File: config.mk
export PLATFORM = sky130hd
export DESIGN_NAME = vcf_multipole
export DESIGN_NICKNAME = d
export VERILOG_FILES = /design/src/rtl/vcf_multipole.sv
export SDC_FILE = /design/constraint.sdc
export NUM_CORES = 1
export LEC_CHECK = 0
export CAP_MARGIN = 25
export CORE_MARGIN = 2
export CORE_UTILIZATION = 55
export DETAILED_ROUTE_END_ITERATION = 10
export PLACE_DENSITY = 0.76
export REMOVE_ABC_BUFFERS = 1
export SETUP_SLACK_MARGIN = 0.05
export SYNTH_ARGS = -nofsm -noshare
export SYNTH_HDL_FRONTEND = slang
export SYNTH_SLANG_ARGS = --single-unit
File: constraint.sdc
create_clock -name clk -period 10.4 [get_ports clk]
set_clock_uncertainty 0.05 [all_clocks]
set_input_delay 1.04 -clock clk [delete_from_list [all_inputs] [get_ports clk]]
set_output_delay 1.04 -clock clk [all_outputs]
set_load 0.05 [all_outputs]
File: src/rtl/vcf_multipole.sv
// Cascaded one-pole LPF/HPF (1..STAGES poles). One shared multiplier is stepped by a small FSM once per audio sample.
// Output updates 2N+1 clocks after the synchronised sample edge; a strobe arriving while busy is dropped and flagged in overrun.
module vcf_multipole #(
  parameter int DATA_W = 16,
  parameter int CUT_W  = 10,
  parameter int COEF_W = 16,
  parameter int STAGES = 4
) (
  input  logic              clk,
  input  logic              reset_n,
  input  logic              sample_clk,
  input  logic              lpf,
  input  logic [CUT_W-1:0]  cutoff,
  input  logic [2:0]        order,
  input  logic [DATA_W-1:0] sig_in,
  output logic [DATA_W-1:0] sig_out,
  output logic              out_valid,
  output logic              busy,
  output logic              overrun
);

  localparam int K_W    = (STAGES > 1) ? $clog2(STAGES) : 1;
  localparam int PROD_W = DATA_W + COEF_W;
  localparam int ACC_W  = DATA_W + COEF_W + 1;
  localparam int H_W    = DATA_W + 2;
  localparam logic [H_W-1:0] MID = H_W'(1) << (DATA_W - 1);

  typedef enum logic [1:0] {IDLE, MUL_X, MUL_Y, DONE} state_t;

  state_t              r_state, w_next;
  logic [2:0]          r_sync;
  logic [DATA_W-1:0]   r_x0;
  logic [COEF_W-1:0]   r_beta;
  logic                r_lpf;
  logic [3:0]          r_n;
  logic [K_W-1:0]      r_k;
  logic [PROD_W-1:0]   r_acc;
  logic [DATA_W-1:0]   r_y [STAGES];

  logic                w_start;
  logic [3:0]          w_n;
  logic [COEF_W-1:0]   w_beta, w_alpha;
  logic                w_last;
  logic [DATA_W-1:0]   w_x_k, w_y_k, w_mul_a, w_y_new, w_hpf_sat;
  logic [COEF_W-1:0]   w_mul_b;
  logic [PROD_W-1:0]   w_prod;
  logic [ACC_W-1:0]    w_sum;
  logic [H_W-1:0]      w_hpf;

  // Bits [1:0] form the synchroniser; bit 2 is the edge-detect history.
  assign w_start = r_sync[1] & ~r_sync[2];
  assign w_beta  = COEF_W'(cutoff) << (COEF_W - CUT_W);
  assign w_alpha = ~r_beta;
  assign w_last  = ((4'(r_k) + 4'd1) == r_n);

  always_comb begin
    w_n = {1'b0, order};
    if (order == 3'd0)
      w_n = 4'd1;
    else if (w_n > 4'(STAGES))
      w_n = 4'(STAGES);
  end

  // Stage k input is the original sample for k = 0, else the freshly updated previous stage.
  assign w_x_k = (r_k == '0) ? r_x0 : r_y[r_k - K_W'(1)];
  assign w_y_k = r_y[r_k];

  always_comb begin
    w_mul_a = w_x_k;
    w_mul_b = r_beta;
    if (r_state == MUL_Y) begin
      w_mul_a = w_y_k;
      w_mul_b = w_alpha;
    end
  end

  assign w_prod  = PROD_W'(w_mul_a) * PROD_W'(w_mul_b);
  assign w_sum   = ACC_W'(r_acc) + ACC_W'(w_prod);
  assign w_y_new = DATA_W'(w_sum >> COEF_W);

  assign w_hpf = H_W'(r_x0) - H_W'(w_y_k) + MID;
  always_comb begin
    w_hpf_sat = w_hpf[DATA_W-1:0];
    if (w_hpf[H_W-1])
      w_hpf_sat = '0;
    else if (w_hpf[DATA_W])
      w_hpf_sat = '1;
  end

  always_ff @(posedge clk or negedge reset_n) begin
    if (!reset_n)
      r_state <= IDLE;
    else
      r_state <= w_next;
  end

  always_comb begin
    w_next = r_state;
    case (r_state)
      IDLE:    if (w_start) w_next = MUL_X;
      MUL_X:   w_next = MUL_Y;
      MUL_Y:   w_next = w_last ? DONE : MUL_X;
      DONE:    w_next = IDLE;
      default: w_next = IDLE;
    endcase
  end

  always_ff @(posedge clk or negedge reset_n) begin
    if (!reset_n) begin
      r_sync    <= '0;
      r_x0      <= '0;
      r_beta    <= '0;
      r_lpf     <= 1'b0;
      r_n       <= 4'd1;
      r_k       <= '0;
      r_acc     <= '0;
      sig_out   <= '0;
      out_valid <= 1'b0;
      busy      <= 1'b0;
      overrun   <= 1'b0;
      for (int i = 0; i < STAGES; i++) r_y[i] <= '0;
    end else begin
      r_sync    <= {r_sync[1:0], sample_clk};
      out_valid <= 1'b0;
      if (w_start && (r_state != IDLE))
        overrun <= 1'b1;
      case (r_state)
        IDLE: begin
          if (w_start) begin
            r_x0   <= sig_in;
            r_beta <= w_beta;
            r_lpf  <= lpf;
            r_n    <= w_n;
            r_k    <= '0;
            busy   <= 1'b1;
          end
        end
        MUL_X: r_acc <= w_prod;
        MUL_Y: begin
          r_y[r_k] <= w_y_new;
          if (!w_last)
            r_k <= r_k + K_W'(1);
        end
        DONE: begin
          sig_out   <= r_lpf ? w_y_k : w_hpf_sat;
          out_valid <= 1'b1;
          busy      <= 1'b0;
        end
        default: ;
      endcase
    end
  end

endmodule

==> results.yml <==
place:
  detailed_place.area_um2: 18000
  gpl.final_weighted_congestion: 0.909
  port-buffer-count: 51
  dp_slack_ns: 0.364
  final_hpwl_dp_mm: 34.7
hold_path:
  hp-class: "register to register"
sta:
  relSlewSlack: 0.348
  worst_slew_pin_slew_ns: 0.975
  post-route-period-util: 0.943
  rsz0062_at_grt: "false"
  timing.final.crit_period_ns: 9.81
  setup_violations: 0
  layout_setup_ws_ns: 0.590
  number_of_max_slew_violations_in_the_final_report: 0
  setup_tns_ns: 0
  max_fclk_ghz: 0.102
  hold_slack_ns: 0.314
  hold_viol: 0
worst_setup_path:
  critical_path_s_slowest_cell: "sky130_fd_sc_hd__fa_1"
  cp_top_family: "adder cells"
  crit-reg2reg-capture: "r_y[42]"
  startpoint: "r_k[0]"
  timing.reg2reg.worst_path_depth: 36
  crit_cells: 36
  launching_element_type_of_the_critical_path: "register"
  worst-setup-path-type: "register to register"
  critical_path.max_stage_delay_ns: 0.55
  cp_data_required_time_ns: 10.66
  r2r_slack_ns: 0.59
  path_buf_inv: 7
  cp.arrival_ns: 10.07
  crit_path_end: "r_y[42]"
  worst_setup_path_end_kind: "register"
  highest_fanout_seen_on_the_critical_path: 12
  crit_path_frequent_cell: "sky130_fd_sc_hd__fa_1"
  reg2reg_from: "r_k[0]"
global_routing:
  grt_antenna_before_repair: 0
  vias_in_the_first_global_route: 13700
  grt_usage: 0.285
  gr-total-overflow: 0
  global_route_wire_length_before_repair_mm: 72.6
  grt_start_max_net_pins: 86
yosys:
  netlist.top_cell.by_area: "sky130_fd_sc_hd__fa_1"
  yosys.area.top_type_share: 0.230
  postSynth.topFlopCell: "sky130_fd_sc_hd__dfrtp_1"
  synth_common_cells: "283 x sky130_fd_sc_hd__inv_1, 219 x sky130_fd_sc_hd__nand2_1, 195 x sky130_fd_sc_hd__fa_1"
  synth.yosys.seq_area_share: 0.225
  synth_area_per_cell_um2: 9.68
  post_synth_instance_area_um2: 16900
  postSynthRegisterBits: 152
  synth_top_cells_by_area: "sky130_fd_sc_hd__fa_1 23%, sky130_fd_sc_hd__dfrtp_1 22%, sky130_fd_sc_hd__ha_1 11%"
  yosys.cell_count.top_type: "sky130_fd_sc_hd__inv_1"
  yosysWarnings: 0
  asyncSetResetFlopFracSynth: 1.00
  synthesis.instances: 1750
  synth_cell_type_count: 68
  synth_edf_count: 0
cts:
  hold_buffers: 0
  cts.reportedPaths.clkPinSlew_ns: 0.07
  post_cts_buffers: 0
  cts_root_buffer: "sky130_fd_sc_hd__clkbuf_16"
  h-tree-depth: 4
  cts_tree: "yes"
  cts_made_buffers: 17
  cts_resized: 0
  cts.path.max_buffers: 2
  clkLatencyLatePin_ns: 0.45
  cts.sink_count: 152
die:
  fp.dieW_um: 180
  chipHeight_um: 180
  boundaryPins: 52
  die_area_um2: 32200
  num_rows: 64
  core-area_um2: 30400
  initial_utilization: 0.557
detailed_routing:
  drt.antenna.violating_nets: 0
  wire_per_inst_um: 19.8
  detailedRoute.firstIterationViolations: 1081
  wirelength_mm: 43.8
  vias: 13000
  drt_first_pass_iters: 5
  post_drt_via_cell_ratio: 5.87
  post-route-drc-count: 0
final_layout:
  layout.cell_area.non_filler_um2: 18800
  multi_input_combinational_cell_area_um2: 11900
  final-seq-area_um2: 3810
  finalNetCount: 2187
  final.fill_count: 2481
  antenna-diode-count: 0
  area.growth.synth_to_final_pct: 10.8
  drive_gt1_frac: 0.109
job:
  max_cap_violations: 0
run_status:
  status: "complete, no violations"
## logic make-up (layout without fill, tap and decap cells)
family                   after synthesis  after routing  share of synthesized area
multiplexers                         109            109                     0.0925
adder cells (fa/ha/maj)              349            349                      0.344
flip-flops                           152            152                      0.225
XOR/XNOR                              75             75                     0.0409
buffers and inverters                345            413                     0.0772
AND/OR/NAND/NOR                      425            425                      0.112
AO/OA/AOI/OAI                        295            295                      0.109
## worst min-delay path by stage
stage          cells past startpoint  slack (ns)      start   endpoint
2_1_floorplan                      0        0.28  r_sync[0]  r_sync[1]
3_3_place_gp                       0        0.28  r_sync[0]  r_sync[1]
3_5_place_dp                       0        0.30  r_sync[0]  r_sync[1]
4_1_cts                            0        0.32  r_sync[0]  r_sync[1]
5_1_grt                            0        0.32  r_sync[0]  r_sync[1]
6_report                           0        0.31  r_sync[0]  r_sync[1]
## area by class of cell
class	instances	share of cell area
Clock inverter	15	0.0107
Tap cell	396	0.0264
Timing Repair Buffer	97	0.0480
Inverter	284	0.0568
Sequential cell	152	0.203
Multi-Input combinational cell	1253	0.632
Clock buffer	17	0.0227
## metal layers
metal  vias up  global-route usage  part of all wire
met1      6465               0.381              0.41
met3       106              0.0610             0.081
met4         0               0.116             0.039
met5         -                   0                 0
li1       5849                   -                 -
met2       566               0.455              0.47
## per-stage QoR
step	utilization	cells
global route	0.617	2214
global placement	0.593	2178
CTS	0.614	2211
floorplan	-	1689
detailed placement	0.593	2179
finish	0.617	2214
## cells in the final DEF (no fill, tap or decap), types with 12 or more instances in the layout
cell / instances
sky130_fd_sc_hd__a21o_1: 27
sky130_fd_sc_hd__a21oi_1: 74
sky130_fd_sc_hd__and2_1: 46
sky130_fd_sc_hd__buf_4: 43
sky130_fd_sc_hd__clkbuf_16: 17
sky130_fd_sc_hd__clkdlybuf4s50_1: 50
sky130_fd_sc_hd__dfrtp_1: 150
sky130_fd_sc_hd__fa_1: 195
sky130_fd_sc_hd__ha_1: 153
sky130_fd_sc_hd__inv_1: 282
sky130_fd_sc_hd__mux2_2: 61
sky130_fd_sc_hd__mux2i_1: 15
sky130_fd_sc_hd__mux4_2: 32
sky130_fd_sc_hd__nand2_1: 219
sky130_fd_sc_hd__nand3_1: 13
sky130_fd_sc_hd__nor2_1: 80
sky130_fd_sc_hd__nor3_1: 12
sky130_fd_sc_hd__o21ai_0: 93
sky130_fd_sc_hd__o21ai_1: 23
sky130_fd_sc_hd__xnor2_1: 53
sky130_fd_sc_hd__xor2_1: 18
## flip-flops by register name, summed over array words and instances, names as in the netlist
| register | count |
|---|---|
| r_k | 2 |
| r_acc | 32 |
| r_x0 | 16 |
| r_beta | 10 |
| sig_out | 16 |
| r_lpf | 1 |
| r_y | 64 |
| r_n | 3 |
| out_valid | 1 |
| r_state | 2 |
| r_sync | 3 |
| busy | 1 |
| overrun | 1 |
Power is left out: the tool's default activity adds up to more than one toggle a clock period on the data nets, which glitch-free logic cannot reach.
